`config.mk`:
```
export PLATFORM = sky130hd
export DESIGN_NAME = button_conditioner
export DESIGN_NICKNAME = d
export VERILOG_FILES = /design/src/rtl/button_conditioner_pkg.sv /design/src/rtl/button_conditioner_sync_chain.sv /design/src/rtl/button_conditioner.sv
export SDC_FILE = /design/constraint.sdc
export NUM_CORES = 1
export LEC_CHECK = 0
export ABC_CLOCK_PERIOD_IN_PS = 3700
export BUFFER_PORTS_ARGS = -buffer_cell sky130_fd_sc_hd__buf_2
export CELL_PAD_IN_SITES_DETAIL_PLACEMENT = 1
export CELL_PAD_IN_SITES_GLOBAL_PLACEMENT = 1
export CORE_AREA = 3 3 40 42
export CTS_BUF_LIST = sky130_fd_sc_hd__clkbuf_4 sky130_fd_sc_hd__clkbuf_8
export CTS_CLUSTER_DIAMETER = 30
export DETAILED_ROUTE_END_ITERATION = 10
export DIE_AREA = 0 0 43 45
export GPL_ROUTABILITY_DRIVEN = 0
export GPL_TIMING_DRIVEN = 0
export PLACE_DENSITY = 0.78
export RECOVER_POWER = 100
export SETUP_SLACK_MARGIN = 0.15
export SLEW_MARGIN = 15
export SYNTH_ARGS = -nofsm -noshare
export SYNTH_HDL_FRONTEND = slang
export SYNTH_HIERARCHICAL = 1
export SYNTH_SLANG_ARGS = --single-unit
```
`constraint.sdc`:
```
create_clock -name clk -period 3.7 [get_ports clk]
set_clock_uncertainty 0.1 [all_clocks]
set_input_delay 0.37 -clock clk [delete_from_list [all_inputs] [get_ports clk]]
set_output_delay 0.37 -clock clk [all_outputs]
set_load 0.01 [all_outputs]
```
`src/rtl/button_conditioner_pkg.sv`:
```
// Shared types for the push-button conditioner: debounce FSM encoding and default constants.
package button_conditioner_pkg;

  // Bit 0 set means "qualifying a change"; bit 1 mirrors the accepted level.
  typedef enum logic [1:0] {
    STABLE_LO = 2'b00,
    QUAL_HI   = 2'b01,
    STABLE_HI = 2'b10,
    QUAL_LO   = 2'b11
  } state_t;

  localparam int DEF_SYNC_STAGES     = 2;
  localparam int DEF_DEBOUNCE_CYCLES = 16;

  function automatic logic is_qual(input state_t s);
    return (s == QUAL_HI) || (s == QUAL_LO);
  endfunction

  function automatic state_t stable_of(input logic level);
    return level ? STABLE_HI : STABLE_LO;
  endfunction

endpackage

```
`src/rtl/button_conditioner_sync_chain.sv`:
```
// Multi-flop synchroniser for the asynchronous button pad; kept separate so CDC cells stay isolated.
module button_conditioner_sync_chain #(
  parameter int STAGES = 2
) (
  input  logic clk,
  input  logic rst_n,
  input  logic d,
  output logic q
);

  logic [STAGES-1:0] ff;

  always_ff @(posedge clk or negedge rst_n) begin
    if (!rst_n) begin
      ff <= '0;
    end else begin
      ff <= {ff[STAGES-2:0], d};
    end
  end

  assign q = ff[STAGES-1];

endmodule

```
`src/rtl/button_conditioner.sv`:
```
// Push-button conditioner: synchronise, debounce, detect edges and maintain a press-toggle level
// that drives the counter select input.
module button_conditioner
  import button_conditioner_pkg::*;
#(
  parameter int SYNC_STAGES     = DEF_SYNC_STAGES,
  parameter int DEBOUNCE_CYCLES = DEF_DEBOUNCE_CYCLES,
  parameter bit TOGGLE_INIT     = 1'b0
) (
  input  logic clk,
  input  logic rst_n,
  input  logic ena,
  input  logic btn_raw,
  output logic btn_level,
  output logic btn_rise,
  output logic btn_fall,
  output logic toggle,
  output logic busy
);

  localparam int CNT_W = $clog2(DEBOUNCE_CYCLES + 1);
  localparam logic [CNT_W-1:0] CNT_LAST = CNT_W'(DEBOUNCE_CYCLES - 1);

  logic             s_in;
  state_t           state_q, state_d;
  logic [CNT_W-1:0] cnt_q, cnt_d;
  logic             accept;
  logic             level_d, rise_d, fall_d, toggle_d, busy_d;

  button_conditioner_sync_chain #(
    .STAGES (SYNC_STAGES)
  ) u_sync (
    .clk   (clk),
    .rst_n (rst_n),
    .d     (btn_raw),
    .q     (s_in)
  );

  always_ff @(posedge clk or negedge rst_n) begin
    if (!rst_n) begin
      state_q   <= STABLE_LO;
      cnt_q     <= '0;
      btn_level <= 1'b0;
      btn_rise  <= 1'b0;
      btn_fall  <= 1'b0;
      toggle    <= TOGGLE_INIT;
      busy      <= 1'b0;
    end else begin
      state_q   <= state_d;
      cnt_q     <= cnt_d;
      btn_level <= level_d;
      btn_rise  <= rise_d;
      btn_fall  <= fall_d;
      toggle    <= toggle_d;
      busy      <= busy_d;
    end
  end

  // cnt holds the number of consecutive mismatching samples already seen, so the
  // edge that sees the DEBOUNCE_CYCLES-th mismatch accepts; cnt never passes CNT_LAST.
  always_comb begin
    state_d = state_q;
    cnt_d   = cnt_q;
    accept  = 1'b0;
    if (!ena) begin
      state_d = stable_of(btn_level);
      cnt_d   = '0;
    end else begin
      unique case (state_q)
        STABLE_LO, QUAL_HI: begin
          if (!s_in) begin
            state_d = STABLE_LO;
            cnt_d   = '0;
          end else if (cnt_q == CNT_LAST) begin
            state_d = STABLE_HI;
            cnt_d   = '0;
            accept  = 1'b1;
          end else begin
            state_d = QUAL_HI;
            cnt_d   = cnt_q + 1'b1;
          end
        end
        STABLE_HI, QUAL_LO: begin
          if (s_in) begin
            state_d = STABLE_HI;
            cnt_d   = '0;
          end else if (cnt_q == CNT_LAST) begin
            state_d = STABLE_LO;
            cnt_d   = '0;
            accept  = 1'b1;
          end else begin
            state_d = QUAL_LO;
            cnt_d   = cnt_q + 1'b1;
          end
        end
        default: begin
          state_d = stable_of(btn_level);
          cnt_d   = '0;
        end
      endcase
    end
  end

  // Pulses and toggle are registered on the same edge that flips btn_level.
  always_comb begin
    level_d  = btn_level ^ accept;
    rise_d   = accept & ~btn_level;
    fall_d   = accept & btn_level;
    toggle_d = toggle ^ rise_d;
    busy_d   = is_qual(state_d);
  end

endmodule

```
### Word level (Yosys, flattened, before mapping)

Cells that the tools add are included.

| operators by class | value |
|---|---|
| $add $sub $neg | 1 |
| eq/ne operators | 6 |
| mux-type cells | 17 |
| bitwise gates (word level) | 5 |
| reduce and logical (&&, ||, !) cells | 4 |

Operators with widths:

| operator | count |
|---|---|
| 5-bit two-way mux | 4 |
| 2-bit two-way mux | 6 |
| 5-bit one-hot mux with 2 select lines | 1 |
| 2-bit equality test (second input constant) | 3 |
| 5-bit by 1-bit adder with 5-bit output (second input constant) | 1 |
| 5-bit by 4-bit equality test with 1-bit output (second input constant) | 1 |
| 2-bit by 1-bit equality test with 1-bit output (second input constant) | 2 |
| 1-bit two-way mux | 4 |
| 2-bit one-hot mux with 2 select lines | 1 |
| 2-bit OR reduction | 2 |
| 1-bit bitwise AND | 2 |
| 2-bit logical NOT | 1 |
| 1-bit one-hot mux with 2 select lines | 1 |
| 1-bit XOR | 2 |
| 1-bit logical OR | 1 |
| 1-bit inverter | 1 |

| word-level totals | value |
|---|---|
| bits in registers | 14 |
| bits of input ports | 4 |
| output and inout bits | 5 |
| word-level logic and storage cells | 41 |

### Longest topological paths before layout

| depth | value |
|---|---|
| depth in word-level cells | 7 |
| mapped depth | 5 |
| gate-level depth less buffers | 5 |

### Cells and area by module

The synthesis kept the hierarchy.

Modules (own cells, without submodules):

| module | times used | cells an instance | area each (µm²) | sequential area each (µm²) |
|---|---|---|---|---|
| button_conditioner | 1 | 37 | 447.9 | 275.3 |
| button_conditioner_sync_chain | 1 | 2 | 50.0 | 50.0 |

### Least setup slack after synthesis

OpenSTA, ideal clock, no wires.

| path | value |
|---|---|
| path kind | register to register |
| start point | reg cnt_q[0] |
| end point | reg toggle |
| setup time | 128 ps |
| data arrival time | 1,145 ps |
| required time | 3,472 ps |
| setup slack | 2,327 ps |
| stages on the path, launching flop included | 6 |
| buffers on the path | 0 |
| clock period less this slack | 1,373 ps |
| cell sequence | dfrtp_1 > ha_1 > nand4b_2 > nor2_1 > ha_1 > xor2_1 |

| between the ends | value |
|---|---|
| longest elaborated chain between the ends | 7 |
| elaborated cells between the ends (all ways) | 8 |
| those cells by class | eq/ne: 1; mux: 5; bitwise: 2 |

RTL lines:

| item | RTL line | source |
|---|---|---|
| start, declared | button_conditioner.sv:26 | `logic [CNT_W-1:0] cnt_q, cnt_d;` |
| start signal, assigned | button_conditioner.sv:50 | `cnt_q <= cnt_d;` |
| 5-bit by 4-bit equality test with 1-bit output (*) | button_conditioner.sv:74, button_conditioner.sv:87 |  |
| 1-bit two-way mux (*) | button_conditioner.sv:74, button_conditioner.sv:87 |  |
| 1-bit two-way mux, on equally long branches | button_conditioner.sv:84, button_conditioner.sv:71 |  |
| 1-bit one-hot mux with 2 select lines (*) | button_conditioner.sv:69 | `unique case (state_q)` |
| 1-bit two-way mux (*) | button_conditioner.sv:65 | `if (!ena) begin` |
| 1-bit bitwise AND (*) | button_conditioner.sv:107 | `rise_d = accept & ~btn_level;` |
| via rise_d | button_conditioner.sv:28 | `logic level_d, rise_d, fall_d, toggle_d, busy_d;` |
| 1-bit XOR (*) | button_conditioner.sv:109 | `toggle_d = toggle ^ rise_d;` |
| via toggle_d | button_conditioner.sv:28 |  |
| end signal, assigned | button_conditioner.sv:54 | `toggle <= toggle_d;` |
| end, declared | button_conditioner.sv:17 | `output logic toggle,` |

The timed path passes the listed nets; every way through them passes the cells marked *.

### Final worst setup path

Ends and elaborated chain as after synthesis.

==> flow_metrics.py <==
metrics = {
    "sta": {
        "max_freq_mhz": 649.0,
        "drv_slew": 0,
        "fin_tns_setup_ps": 0,
        "period_minus_slack_ps": 1541,
        "rsz0062_at_grt": "false",
        "fin_crit_sh_pct": 41.64,
        "tightest_slew_ps": 682.4,
        "whs_ps": 94.48,
        "setup_viol": 0,
        "hold_viol": 0,
        "slew_headroom_pct": 54.51,
        "worst_slack_ps": 2159,
    },
    "die": {
        "boundaryPins": 9,
        "start_util_pct": 38.75,
        "die_area_um2": 1935,
        "fp.dieH_um": 45,
        "die_width_um": 43,
        "rows": 13,
        "core_um2": 1285,
    },
    "logic_synthesis": {
        "synth_top_family_by_area": "simple AND/OR/NAND/NOR gates",
        "yosysWarnings": 6,
        "ys_top_cells_by_area": "dfrtp_1, ha_1, xor2_1",
        "syn_area_um2": 498.0,
        "ys_seq_area_share_pct": 65.33,
        "synth_fp_nets": 46,
        "synth_async_sr_flop_share_pct": 100.0,
        "synth-compound-area-share_pct": 1.759,
        "synth_edf_count": 0,
        "netlist.area_leader.share_pct": 65.33,
        "yosys.area_share.simple_pct": 15.33,
        "avgSynthCellArea_um2": 12.77,
        "synth_ff_type": "dfrtp_1",
        "synthDistinctLibCells": 12,
        "synth-adder-area-share_pct": 7.538,
        "yosysMostFrequentCell": "dfrtp_1",
        "synth_common_cells": "dfrtp_1, nor2_1, inv_1",
        "synth_mux_area_share_pct": 0,
        "synth-xor-area-share_pct": 7.035,
        "ys_seq_elements": 13,
        "synth_top_area_cell": "dfrtp_1",
        "netlist_instances": 39,
    },
    "global_routing": {
        "grt-ovfl-total": 0,
        "grt_antenna_before_repair": 0,
        "grt_max_degree": 14,
        "first_global_vias": 355,
        "grt_use_total_pct": 10.92,
        "grt_pass1_wl_mm": 1.455,
    },
    "placement": {
        "hpwl_um": 646.9,
        "numPortBuffers": 8,
        "dp.cells": 62,
        "post-place-ws_ps": 2192,
    },
    "drt": {
        "vias": 315,
        "wirelength_um": 845,
        "vias_per_cell": 4.701,
        "drtIter0Drc": 1,
        "wl_per_cell_um": 12.61,
        "ant_nets": 0,
        "dr.pass1.iters": 2,
        "drc": 0,
    },
    "finish": {
        "antenna_cells": 0,
        "multi_input_area_um2": 146.4,
        "nFillCells": 149,
        "drive_above_1_share_pct": 13.46,
        "instances_no_fill": 67,
        "syn2layout_area_growth_pct": 16.08,
        "final_nets": 60,
        "register_area_um2": 325.3,
    },
    "clocking": {
        "post_cts_buffers": 0,
        "clk_pin_slew_worst_paths_ps": 80,
        "cts-root-buf": "clkbuf_4",
        "cts.hold.buffers_added": 1,
        "clock_sinks": 13,
        "cts_buffer_depth": 2,
        "cts_tree": "yes",
        "numCtsBuffers": 3,
        "cts_resized": 0,
        "insertion_delay_ps": 270,
        "h-tree-depth": 1,
    },
    "worst_setup_path": {
        "critPathTopFamily": "adder cells",
        "critPathLaunchType": "flop",
        "max_stage_delay_ps": 370,
        "cpMostUsedCell": "ha_1",
        "criticalPathCategory": "flop to flop",
        "critPathMaxFanout": 4,
        "crit_buf_inv": 0,
        "worstPathRequired_ps": 3800,
        "worst_ep_arrival_time_ps": 1640,
        "slowest_stage": "dfrtp_1",
        "end_kind": "flop",
        "cp_cell_sequence": "ha_1 > nand4b_1 > nor2_1 > ha_1 > xor2_1",
    },
    "power": {
        "power.total_uw": 257.8,
        "cellPowerDensity_nw_per_um2": 446.0,
        "vdd_ir_drop_max_mv": 0.2163,
        "leakagePower_uw": 0.0002904,
    },
    "outcome": {
        "status": "finished clean",
    },
    "flow_run": {
        "cap_violations": 0,
    },
    "hold_path": {
        "hold_class": "input pin to flop",
    },
}
==> area by class of cell <==
cell class / instances / share of cell area (%)
Sequential cell: 13 / 56.28
Multi-Input combinational cell: 22 / 25.32
Timing Repair Buffer: 9 / 7.359
Clock buffer: 4 / 5.195
Tap cell: 15 / 3.247
Inverter: 4 / 2.597
==> per-layer routing <==
metal	GRT usage, %	up-vias	share of wire, %
li1	-	150	-
met1	10.13	154	42
met2	19.46	9	50
met3	3.586	2	6.5
met4	9.036	0	1.1
met5	0	-	0
==> worst paths after layout <==
check | from | end | slack (ps) | cells past startpoint
min in group asynchronous | rst_n | toggle$_DFF_PN0_ | 540 | 2
min | btn_raw | u_sync/ff[0]$_DFF_PN0_ | 90 | 1
max reg2reg | cnt_q[0]$_DFF_PN0_ | toggle$_DFF_PN0_ | 2160 | 5
max in group asynchronous | rst_n | state_q[0]$_DFF_PN0_ | 2530 | 2
max | cnt_q[0]$_DFF_PN0_ | toggle$_DFF_PN0_ | 2160 | 5
min reg2reg | u_sync/ff[0]$_DFF_PN0_ | u_sync/ff[1]$_DFF_PN0_ | 260 | 0
==> cell usage in the layout (no fill, tap or decap) <==
cell type,synthesis,layout
nand3_1,3,4
clkbuf_4,0,4
xnor2_1,1,1
nand4b_1,0,1
dlygate4sd3_1,0,1
xor2_1,3,3
inv_1,4,4
ha_1,3,3
dfrtp_1,13,13
nand2_1,3,3
buf_2,0,2
clkbuf_1,0,6
nor2_2,1,1
o221ai_1,1,1
nor2_1,5,5
==> report_power, final <==
group | switching (uW) | total (uW) | leakage [uW] | internal [uW]
sequential | 2.44 | 149 | 0.000166 | 146
clock | 45.6 | 94.7 | 0.0000184 | 49.1
combinational | 9.21 | 14.3 | 0.000106 | 5.13
total | 57.2 | 258 | 0.000290 | 201
==> cell families (layout without fill, tap and decap cells) <==
kind of cell,Yosys count,after routing
flops,13,13
compound gates,1,1
simple gates,14,14
xor+xnor,4,4
buf+inv,4,17
fa+ha+maj,3,3
==> registers in the layout, summed over array words and instances, names as in the netlist <==
register   cells
cnt_q          5
state_q        2
u_sync/ff      2
btn_fall       1
btn_level      1
btn_rise       1
toggle         1
==> metrics by stage <==
step	instance area (um2)	util [%]
floorplan	498.0	-
global placement	556.8	43.33
detailed placement	556.8	43.33
CTS	596.8	46.45
global route	578.1	44.99
finish	578.1	44.99
Power figures use the tool's default switching activity.
